[src/rtl/multicycle_ctrl.sv]
// Control FSM for the shared multi-cycle MIPS-subset datapath
// (R-type, addi, slti, lw, sw, beq). Drives every mux select and strobe
// of the datapath as a Moore decode of the current state, waits on a
// single memory-ready handshake, and counts retired instructions.
module multicycle_ctrl #(
  parameter int CNT_W = 32
) (
  input  logic             clk_i,
  input  logic             rst_i,
  input  logic [5:0]       instr_op_i,
  input  logic             mem_ready_i,
  output logic             PCWrite_o,
  output logic             PCWriteCond_o,
  output logic             PCSource_o,
  output logic             IorD_o,
  output logic             IRWrite_o,
  output logic             MemRead_o,
  output logic             MemWrite_o,
  output logic             MemtoReg_o,
  output logic             RegDst_o,
  output logic             RegWrite_o,
  output logic             ALUSrcA_o,
  output logic [1:0]       ALUSrcB_o,
  output logic [2:0]       ALU_op_o,
  output logic [3:0]       state_o,
  output logic             illegal_o,
  output logic [CNT_W-1:0] instr_cnt_o
);

  localparam logic [3:0] S_FETCH    = 4'd0;
  localparam logic [3:0] S_DECODE   = 4'd1;
  localparam logic [3:0] S_MEM_ADDR = 4'd2;
  localparam logic [3:0] S_MEM_RD   = 4'd3;
  localparam logic [3:0] S_MEM_WB   = 4'd4;
  localparam logic [3:0] S_MEM_WR   = 4'd5;
  localparam logic [3:0] S_R_EX     = 4'd6;
  localparam logic [3:0] S_R_WB     = 4'd7;
  localparam logic [3:0] S_IMM_EX   = 4'd8;
  localparam logic [3:0] S_IMM_WB   = 4'd9;
  localparam logic [3:0] S_BR       = 4'd10;
  localparam logic [3:0] S_ILLEGAL  = 4'd11;

  localparam logic [5:0] OP_RTYPE = 6'h00;
  localparam logic [5:0] OP_BEQ   = 6'h04;
  localparam logic [5:0] OP_ADDI  = 6'h08;
  localparam logic [5:0] OP_SLTI  = 6'h0A;
  localparam logic [5:0] OP_LW    = 6'h23;
  localparam logic [5:0] OP_SW    = 6'h2B;

  localparam logic [2:0] ALU_ADD   = 3'b000;
  localparam logic [2:0] ALU_SUB   = 3'b001;
  localparam logic [2:0] ALU_FUNCT = 3'b010;
  localparam logic [2:0] ALU_SLT   = 3'b011;

  logic [3:0] state;
  logic [3:0] state_nxt;
  logic       retire;

  // State register; reset returns to FETCH and aborts any instruction in flight.
  // NOTE: sequential state uses non-blocking (<=) so every flop samples
  // pre-edge values; blocking here would create order-dependent races.
  always_ff @(posedge clk_i or negedge rst_i) begin
    if (!rst_i) state <= S_FETCH;
    else        state <= state_nxt;
  end

  // Next-state logic: opcode dispatch in DECODE, memory waits in FETCH/MEM_RD/MEM_WR.
  // NOTE: state_nxt gets a default before the case so no path leaves it
  // unassigned, which would otherwise infer a latch.
  always_comb begin
    state_nxt = S_FETCH;
    case (state)
      S_FETCH:    state_nxt = mem_ready_i ? S_DECODE : S_FETCH;
      S_DECODE: begin
        case (instr_op_i)
          OP_RTYPE:         state_nxt = S_R_EX;
          OP_LW, OP_SW:     state_nxt = S_MEM_ADDR;
          OP_ADDI, OP_SLTI: state_nxt = S_IMM_EX;
          OP_BEQ:           state_nxt = S_BR;
          default:          state_nxt = S_ILLEGAL;
        endcase
      end
      S_MEM_ADDR: state_nxt = (instr_op_i == OP_LW) ? S_MEM_RD : S_MEM_WR;
      S_MEM_RD:   state_nxt = mem_ready_i ? S_MEM_WB : S_MEM_RD;
      S_MEM_WB:   state_nxt = S_FETCH;
      S_MEM_WR:   state_nxt = mem_ready_i ? S_FETCH : S_MEM_WR;
      S_R_EX:     state_nxt = S_R_WB;
      S_R_WB:     state_nxt = S_FETCH;
      S_IMM_EX:   state_nxt = S_IMM_WB;
      S_IMM_WB:   state_nxt = S_FETCH;
      S_BR:       state_nxt = S_FETCH;
      S_ILLEGAL:  state_nxt = S_ILLEGAL;
      default:    state_nxt = S_FETCH;   // unused codes 12-15 recover
    endcase
  end

  // Datapath control decode; everything is forced low while reset is held,
  // so even the FETCH read request is suppressed until rst_i rises.
  always_comb begin
    PCWrite_o     = 1'b0;
    PCWriteCond_o = 1'b0;
    PCSource_o    = 1'b0;
    IorD_o        = 1'b0;
    IRWrite_o     = 1'b0;
    MemRead_o     = 1'b0;
    MemWrite_o    = 1'b0;
    MemtoReg_o    = 1'b0;
    RegDst_o      = 1'b0;
    RegWrite_o    = 1'b0;
    ALUSrcA_o     = 1'b0;
    ALUSrcB_o     = 2'b00;
    ALU_op_o      = ALU_ADD;
    illegal_o     = 1'b0;
    if (rst_i) begin
      case (state)
        S_FETCH: begin
          MemRead_o = 1'b1;
          ALUSrcB_o = 2'b01;
          IRWrite_o = mem_ready_i;
          PCWrite_o = mem_ready_i;
        end
        S_DECODE:   ALUSrcB_o = 2'b11;
        S_MEM_ADDR: begin
          ALUSrcA_o = 1'b1;
          ALUSrcB_o = 2'b10;
        end
        S_MEM_RD: begin
          MemRead_o = 1'b1;
          IorD_o    = 1'b1;
        end
        S_MEM_WB: begin
          RegWrite_o = 1'b1;
          MemtoReg_o = 1'b1;
        end
        S_MEM_WR: begin
          MemWrite_o = 1'b1;
          IorD_o     = 1'b1;
        end
        S_R_EX: begin
          ALUSrcA_o = 1'b1;
          ALU_op_o  = ALU_FUNCT;
        end
        S_R_WB: begin
          RegWrite_o = 1'b1;
          RegDst_o   = 1'b1;
        end
        S_IMM_EX: begin
          ALUSrcA_o = 1'b1;
          ALUSrcB_o = 2'b10;
          ALU_op_o  = (instr_op_i == OP_SLTI) ? ALU_SLT : ALU_ADD;
        end
        S_IMM_WB:   RegWrite_o = 1'b1;
        S_BR: begin
          ALUSrcA_o     = 1'b1;
          ALU_op_o      = ALU_SUB;
          PCWriteCond_o = 1'b1;
          PCSource_o    = 1'b1;
        end
        S_ILLEGAL:  illegal_o = 1'b1;
        default: ;
      endcase
    end
  end

  // An instruction retires on the edge that leaves its last state.
  always_comb begin
    retire = (state == S_MEM_WB) || (state == S_R_WB) ||
             (state == S_IMM_WB) || (state == S_BR)   ||
             ((state == S_MEM_WR) && mem_ready_i);
  end

  // Retired-instruction counter, wrapping naturally at 2^CNT_W.
  always_ff @(posedge clk_i or negedge rst_i) begin
    if (!rst_i)      instr_cnt_o <= '0;
    else if (retire) instr_cnt_o <= instr_cnt_o + CNT_W'(1);
  end

  assign state_o = state;

endmodule

[config.mk]
export PLATFORM = sky130hd
export DESIGN_NAME = multicycle_ctrl
export DESIGN_NICKNAME = d
export VERILOG_FILES = /design/src/rtl/multicycle_ctrl.sv
export SDC_FILE = /design/constraint.sdc
export NUM_CORES = 1
export LEC_CHECK = 0
export BUFFER_PORTS_ARGS = -buffer_cell sky130_fd_sc_hd__buf_2
export CORE_ASPECT_RATIO = 1.25
export CORE_MARGIN = 2
export CORE_UTILIZATION = 52
export CTS_CLUSTER_DIAMETER = 80
export CTS_CLUSTER_SIZE = 40
export DETAILED_ROUTE_END_ITERATION = 16
export PLACE_DENSITY = 0.8
export SYNTH_ARGS = -nofsm -noshare
export SYNTH_HDL_FRONTEND = slang
export SYNTH_SLANG_ARGS = --single-unit
[constraint.sdc]
create_clock -name clk_i -period 2.3 [get_ports clk_i]
set_input_delay 0.115 -clock clk_i [delete_from_list [all_inputs] [get_ports clk_i]]
set_output_delay 0.115 -clock clk_i [all_outputs]
set_load 0.01 [all_outputs]
After elaboration in Yosys (flattened, before gate mapping)
Index checks and enable logic that the tools add are counted.
{"block": "totals", "regBits": 36, "inputBits": 9, "output_inout_bits": 53, "word_cells": 64}
{"block": "op_classes", "add_sub_neg": 1, "n_eq_ne": 16, "mux": 31, "reduce_logical": 14}
{"cell": "32-bit by 1-bit adder with 32-bit output, second input constant", "count": 1}
{"cell": "4-bit case mux with 8 select lines", "count": 1}
{"cell": "1-bit 2-to-1 mux", "count": 21}
{"cell": "4-bit by 3-bit equality test with 1-bit output, second input constant", "count": 4}
{"cell": "4-bit equality test, second input constant", "count": 4}
{"cell": "4-bit case mux with 4 select lines", "count": 1}
{"cell": "6-bit by 4-bit equality test with 1-bit output, second input constant", "count": 2}
{"cell": "6-bit equality test, second input constant", "count": 2}
{"cell": "2-bit case mux with 3 select lines", "count": 2}
{"cell": "2-bit OR reduction", "count": 5}
{"cell": "3-bit 2-to-1 mux", "count": 3}
{"cell": "4-bit by 2-bit equality test with 1-bit output, second input constant", "count": 2}
{"cell": "6-bit by 3-bit equality test with 1-bit output, second input constant", "count": 1}
{"cell": "6-bit zero test", "count": 1}
{"cell": "2-bit 2-to-1 mux", "count": 3}
{"cell": "4-bit by 1-bit equality test with 1-bit output, second input constant", "count": 1}
{"cell": "4-bit zero test", "count": 1}
{"cell": "1-bit logical OR", "count": 4}
{"cell": "4-bit OR reduction", "count": 1}
{"cell": "3-bit OR reduction", "count": 1}
{"cell": "1-bit logical AND", "count": 1}

Depth between registers and ports, before layout
Gate-level depths: netlist (run 1).
{"block": "logic_depth", "depth_word": 5, "depth_mapped": 7}

Worst setup path before layout (run 1)
OpenSTA, ideal clock, no wires.
{"block": "synth_path", "path_kind": "register to register", "from": "reg state[3] (netlist: state_o[3])", "to": "reg instr_cnt_o[1]", "setup_ps": 125, "t_arrival_ps": 1647, "t_required_ps": 2175, "path_slack_ps": 528, "stages_incl_launch_ff": 7, "path_cell_list": "dfrtp_1 buf_6 nand2b_4 o211ai_1 and2_1 clkbuf_1 mux2_2"}
{"block": "synth_between", "elab_chain_cells": 5, "word_cells_on_any_way": 10, "classes_between": "5 x eq/ne; 5 x reduce/logical"}
{"item": "start: declaration", "line": "55", "text": "logic [3:0] state;"}
{"item": "start signal: assignment", "line": "64", "text": "else state <= state_nxt;"}
{"item": "4-bit by 3-bit equality test with 1-bit output", "line": "167", "text": "retire = (state == S_MEM_WB) || (state == S_R_WB) ||"}
{"item": "1-bit logical OR (2 in series)", "line": "167"}
{"item": "1-bit logical OR", "line": "168", "text": "(state == S_IMM_WB) || (state == S_BR) ||"}
{"item": "1-bit logical OR *", "line": "168"}
{"item": "end signal: assignment", "line": "175", "text": "else if (retire) instr_cnt_o <= instr_cnt_o + CNT_W'(1);"}
{"item": "end: declaration", "line": "27", "text": "output logic [CNT_W-1:0] instr_cnt_o"}
Mark *: on every way between the ends. The rest lies on a longest branch, timed or not.
A chain may end at the register's enable or synchronous reset.

Final worst setup path (run 1)
{"block": "layout_path", "from": "reg state[2] (netlist: state_o[2])", "to": "reg instr_cnt_o[27]"}
Same word-level chain as after synthesis.

==> results.md, run 1 <==
* Residual DRC count at 0
* Cell area after synthesis at 2120 um^2
* CP endpoint kind: register
* Worst vdd ir at 0.000659 V
* # diodes at 0
* DR iter-0 viols at 71
* Final cycle utilization of the critical path at 87.2%
* Clock period minus worst slack at 2000 ps
* LEAKAGE at 0.00133 uW
* Setup Skew at 4.68 ps
* RSZ-0062 raised after global routing: false
* Flop2flop setup slack at 300 ps
* Top post-synthesis cells by count: dfrtp_1, nor2_1, nand2_1
* Setup Buffers After CTS at 0
* Total grt overflow at 0
* Fin. Hold Viols at 0
* Register-to-Register Path Depth at 6
* Fillers at 347
* Chip width at 61.1 um
* Core area at 3850 um^2
* Worst relative slew slack at 63.4%
* Die Height at 75.3 um
* Root buffer cell: clkbuf_8
* DP Wirelength at 3.16 mm
* Post-route ant nets at 0
* Core Rows at 25
* Worst-Skew Late Latency at 280 ps
* I/O Buffers at 60
* Reg-to-Reg Start: state_o[2]
* Kind of critical path: reg2reg
* Via count at 1,792
* Pwr Total at 2210 uW
* Layout cells sized above 1 at 31.7%
* Post-synth top area cell: dfrtp_1
* Largest net degree at the start of global routing at 28
* Post-synth EDFFs at 0
* Post-cts resize count at 0
* Nets at 294
* Final wirelength at 4.27 mm
* Final Setup Violations at 0
* Critical-path cell list: nand2b_1, o221ai_2, nand4_2, buf_4, nor3_2, xor2_1
* Setup TNS at 0 ps
* Area of the multi-input gates at 1120 um^2
* Syn-to-layout area delta at 20.2%
* Synth top area share at 42.6%
* CTS buffer count at 5
* Register area at 901 um^2
* Worst endpoint required time at 2500 ps
* Ports at 62
* Die Footprint at 4600 um^2
* Ys flop type: dfrtp_1
* Clock-pin slew on the worst setup and hold paths at 70 ps
* Routability cong. at 0.875
* Htree depth at 2
* Starting Density at 55.0%
* Vias in the first global route at 1,636
* Antenna violations before repair at 0
* Max FO, Critical Path at 10
* Worst R2R End: instr_cnt_o[27]
* Synth top area cells: dfrtp_1, xor2_1, xnor2_1
* Arr. time, crit path at 2210 ps
* Final slew viol count at 0
* GRT Util Overall at 20.3%
* Hold Path Depth at 3
* Max-cap violations at 0
* Most numerous cell in the Yosys netlist: dfrtp_1
* Hold Crit Start: instr_op_i[3]
* Max stage delay cell, worst path: dfrtp_1
* Sequential area share after synthesis at 42.6%
* Synth Warn # at 0
* Syn avg cell area at 9.54 um^2
* Post-Synthesis Cells at 222
* Crit path launch type: register
* Clock Path Buffers at 2
* Wire length per cell at 12.6 um
* Tightest Pin Transition at 544 ps
* CP max stage delay at 430 ps
* Total clock sinks at 36
* Outcome: complete, no violations
* CTS tree: done
* Synth unique cells at 49
* Wire length of the first global-routing pass at 7.03 mm
* Synth async-reset ratio at 100%
* Max Fclk at 0.499 GHz
* Number of vias per cell at 5.30
* Drt first pass iters at 4
* Worst Hold Class: in2reg
* Synthesized net count at 232
* Hold endpoint: state_o[1]
* PD cells at 869 nW/um^2
* Yosys reg bits at 36
state kept, by name, summed over array words and instances, names as in the netlist:
| signal | count |
|---|---|
| instr_cnt_o | 32 |
| state_o | 4 |
final cells by class:
| class | instances | area share (%) |
|---|---|---|
| Sequential cell | 36 | 35.4 |
| Timing Repair Buffer | 67 | 14.0 |
| Multi-Input combinational cell | 167 | 43.9 |
| Inverter | 7 | 1.03 |
| Clock buffer | 6 | 2.85 |
| Clock inverter | 1 | 0.197 |
| Tap cell | 54 | 2.66 |
placed cells by master (no fill, tap or decap), types with 6 or more instances in the layout:
cell     netlist  routed
nand4_1        7       7
nand3_1        6       6
buf_2          2      60
dfrtp_1       36      36
nor2_1        25      25
xor2_1        22      22
xnor2_1       11      11
nor3_1        12      12
nand2_1       24      24
inv_1          7       7
nor3_2         6       6
buf_4          3       6
how the worst max path moves through the flow:
stage | slack (ps) | cells past startpoint | endpoint | from
2_1_floorplan | 530 | 6 | instr_cnt_o[1] | state_o[3]
3_3_place_gp | 400 | 6 | instr_cnt_o[27] | state_o[2]
3_5_place_dp | 320 | 6 | instr_cnt_o[27] | state_o[2]
4_1_cts | 300 | 6 | instr_cnt_o[27] | state_o[2]
5_1_grt | 140 | 6 | instr_cnt_o[27] | state_o[2]
6_report | 300 | 6 | instr_cnt_o[27] | state_o[2]
power by group:
| group | switching, uW | total (uW) | internal, uW |
|---|---|---|---|
| combinational | 548 | 965 | 417 |
| sequential | 104 | 826 | 722 |
| clock | 212 | 418 | 206 |
metal layers:
metal,wire [um],track usage [%],up-vias
met5,0,0,-
met4,42,6.76,0
met3,206,6.11,5
met2,2150,33.5,46
met1,1880,25.3,860
li1,-,-,881
logic make-up (layout without fill, tap and decap cells):
kind of cell | after synthesis | in the layout | synth area share (%)
DFF | 36 | 36 | 42.6
xor gates and xnor gates | 33 | 33 | 13.7
other | 1 | 1 | 0.177
adders and majority gates | 1 | 1 | 0.591
and+or+nand+nor | 107 | 107 | 29.8
AOI/OAI and AO/OA | 23 | 23 | 7.51
muxes | 2 | 2 | 1.00
buffers and inverters | 19 | 81 | 4.73
timing repair:
item | in CTS | in global routing
endpoints found under the setup margin | 0 | 0
hold endpoints to repair | 9 | 0
hold buffers | 1 | 0
worst max-delay path, delay by kind of cell (launching register included):
family,cells,cell delay (ps)
AND/OR/NAND/NOR,3,790
flip-flops,1,430
AO/OA/AOI/OAI,1,270
buffers and inverters,1,270
XOR/XNOR,1,170
through the flow:
| step | cells | worst slack (ps) | hold slack, ps | utilization (%) | instance area, um^2 |
|---|---|---|---|---|---|
| after detailed placement | 330 | 318 | 28.8 | 63.8 | 2460 |
| after floorplan | 222 | 528 | -181 | - | 2120 |
| after global placement | 330 | 405 | 31.8 | 63.8 | 2460 |
| final | 338 | 295 | 186 | 66.1 | 2540 |
| after global routing | 338 | 140 | 214 | 66.1 | 2540 |
| after CTS | 338 | 301 | 184 | 66.1 | 2540 |
No activity file was read; power rests on OpenSTA's default activity.
==> inputs of run 2 (changes only) <==
Settings changed: CORE_MARGIN 2 to unset.
==> run 2 against run 1 <==
  * First-iteration DRC count down 5.6%
  * Combinational power decreased by 1%
  * Clock power grew 5.3%
  * Via count decreased by 0.73%
  * Fmax up 0.36%
  * Routed wire length is 1.1% higher
  * Worst hold slack worse by 6.3 ps
  * Cell area barely moved
  * Critical path type unchanged
==> results.md, run 2 (same netlist as run 1, synthesis figures left out) <==
* DR iter-0 viols at 67
* Layout cells sized above 1 at 32.0%
* Reg-to-Reg Start: state_o[2]
* PD cells at 875 nW/um^2
* Via count at 1,779
* Top delay family on crit path: simple AND/OR/NAND/NOR gates
* Max FO, Critical Path at 13
* Hold endpoint: state_o[1]
* Worst Hold Class: in2reg
* Final Setup Violations at 0
* Commonest non-fill, non-tap cells in the layout: buf_2, dfrtp_1, nor2_1
* WP depth at 5
* Nets at 293
* Hold Buf Count CTS at 1
* Hold Path Depth at 3
* P_int at 1350 uW
* Die Height at 73.3 um
* Combinational power share at 42.9%
* Arr. time, crit path at 2210 ps
* Non-Filler Instances at 338
* Final cycle utilization of the critical path at 86.9%
* Worst R2R End: instr_cnt_o[31]
* Htree depth at 2
* Core area at 3850 um^2
* Worst-Skew Late Latency at 280 ps
* Switching Fraction at 39.4%
* Worst relative slew slack at 60.0%
* Core Rows at 25
* Register-to-Register Path Depth at 5
* CTS tree: done
* Clock Path Buffers at 2
* Total grt overflow at 0
* Max FFs per register at 32
* Max stage delay cell, worst path: dfrtp_1
* Crit path launch type: register
* Drt first pass iters at 4
* Wire length of the first global-routing pass at 7.26 mm
* Setup TNS at 0 ps
* Flop2flop setup slack at 300 ps
* Vias in the first global route at 1,637
* I/O Buffers at 60
* Setup Skew at 6.94 ps
* Clock share of power at 19.7%
* GRT Util Overall at 21.9%
* Hold Slack at 180 ps
* Final wirelength at 4.32 mm
* DP Wirelength at 3.23 mm
* Syn-to-layout area delta at 20.3%
* Worst path bufs/invs at 0
* Post-route ant nets at 0
* Placed cells at 329
* Sequential fraction of design power at 37.4%
* Post-Place Setup Slack at 321 ps
* Total clock sinks at 36
* Starting Density at 55.0%
* Commonest non-fill, non-tap cell in the layout: buf_2
* Worst endpoint required time at 2510 ps
* Chip width at 59.1 um
* Max-cap violations at 0
* LEAKAGE at 0.00133 uW
* Max Fclk at 0.501 GHz
* Critical-path cell list: nand2b_1, o221ai_2, nand4_2, nor4_2, xor2_1
* Routability cong. at 0.852
* Residual DRC count at 0
* CP endpoint kind: register
* Largest net degree at the start of global routing at 33
* Layout Utilization at 66.2%
* RSZ-0062 raised after global routing: false
* Die Footprint at 4330 um^2
* Root buffer cell: clkbuf_8
* CTS buffer count at 5
* Tightest Pin Transition at 594 ps
* Post-cts resize count at 0
* Setup Buffers After CTS at 0
* # diodes at 0
* Wire length per cell at 12.8 um
* Fin worst setup slack at 302 ps
* Fin. Hold Viols at 0
* Hold Crit Start: instr_op_i[3]
* Clock period minus worst slack at 2000 ps
* Antenna violations before repair at 0
* Switch Pwr at 878 uW
* Outcome: complete, no violations
* CP max stage delay at 420 ps
* Worst vdd ir at 0.000565 V
* Largest Register: instr_cnt_o
* Final slew viol count at 0
* Kind of critical path: reg2reg
* Number of vias per cell at 5.26
* Clock-pin slew on the worst setup and hold paths at 70 ps
* Ports at 62
run 2: worst max path at each step:
stage                    start              end
finish              state_o[2]  instr_cnt_o[31]
global route        state_o[2]  instr_cnt_o[31]
CTS                 state_o[2]  instr_cnt_o[31]
detailed placement  state_o[2]  instr_cnt_o[31]
global placement    state_o[2]  instr_cnt_o[31]
floorplan           state_o[3]   instr_cnt_o[1]
run 2: cell type report:
| type | count | area, um^2 |
|---|---|---|
| clock inverter | 3 | 18.8 |
| clock buffer | 5 | 68.8 |
| fill | 357 | 1300 |
| sequential | 36 | 901 |
| inverter | 7 | 26.3 |
| tap | 54 | 67.6 |
| multi-input combinational | 167 | 1120 |
| timing repair buffer | 66 | 348 |
run 2: routing by layer:
| metal | global-route usage, % | vias to the layer above | wire length [um] |
|---|---|---|---|
| met1 | 27.9 | 836 | 1890 |
| li1 | - | 881 | - |
| met4 | 6.35 | 0 | 53 |
| met3 | 4.23 | 8 | 193 |
| met2 | 37.4 | 54 | 2180 |
| met5 | 0 | - | 0 |
run 2: power by group through the flow:
stage	logic [uW]	clock network, uW	registers [uW]
floorplan	658	0	862
global placement	948	0	841
detailed placement	957	0	844
CTS	963	448	834
global route	1060	474	851
finish	955	440	833
run 2: tightest hold or removal path, cell delays in order:
cell and delay, ps:
buf_2 140, nand2_1 60, a22o_1 120
run 2: through the flow:
stage,cell area [um^2],power [uW]
detailed placement,2450,1800
floorplan,2120,1520
CTS,2550,2240
finish,2550,2230
global route,2550,2390
global placement,2450,1790
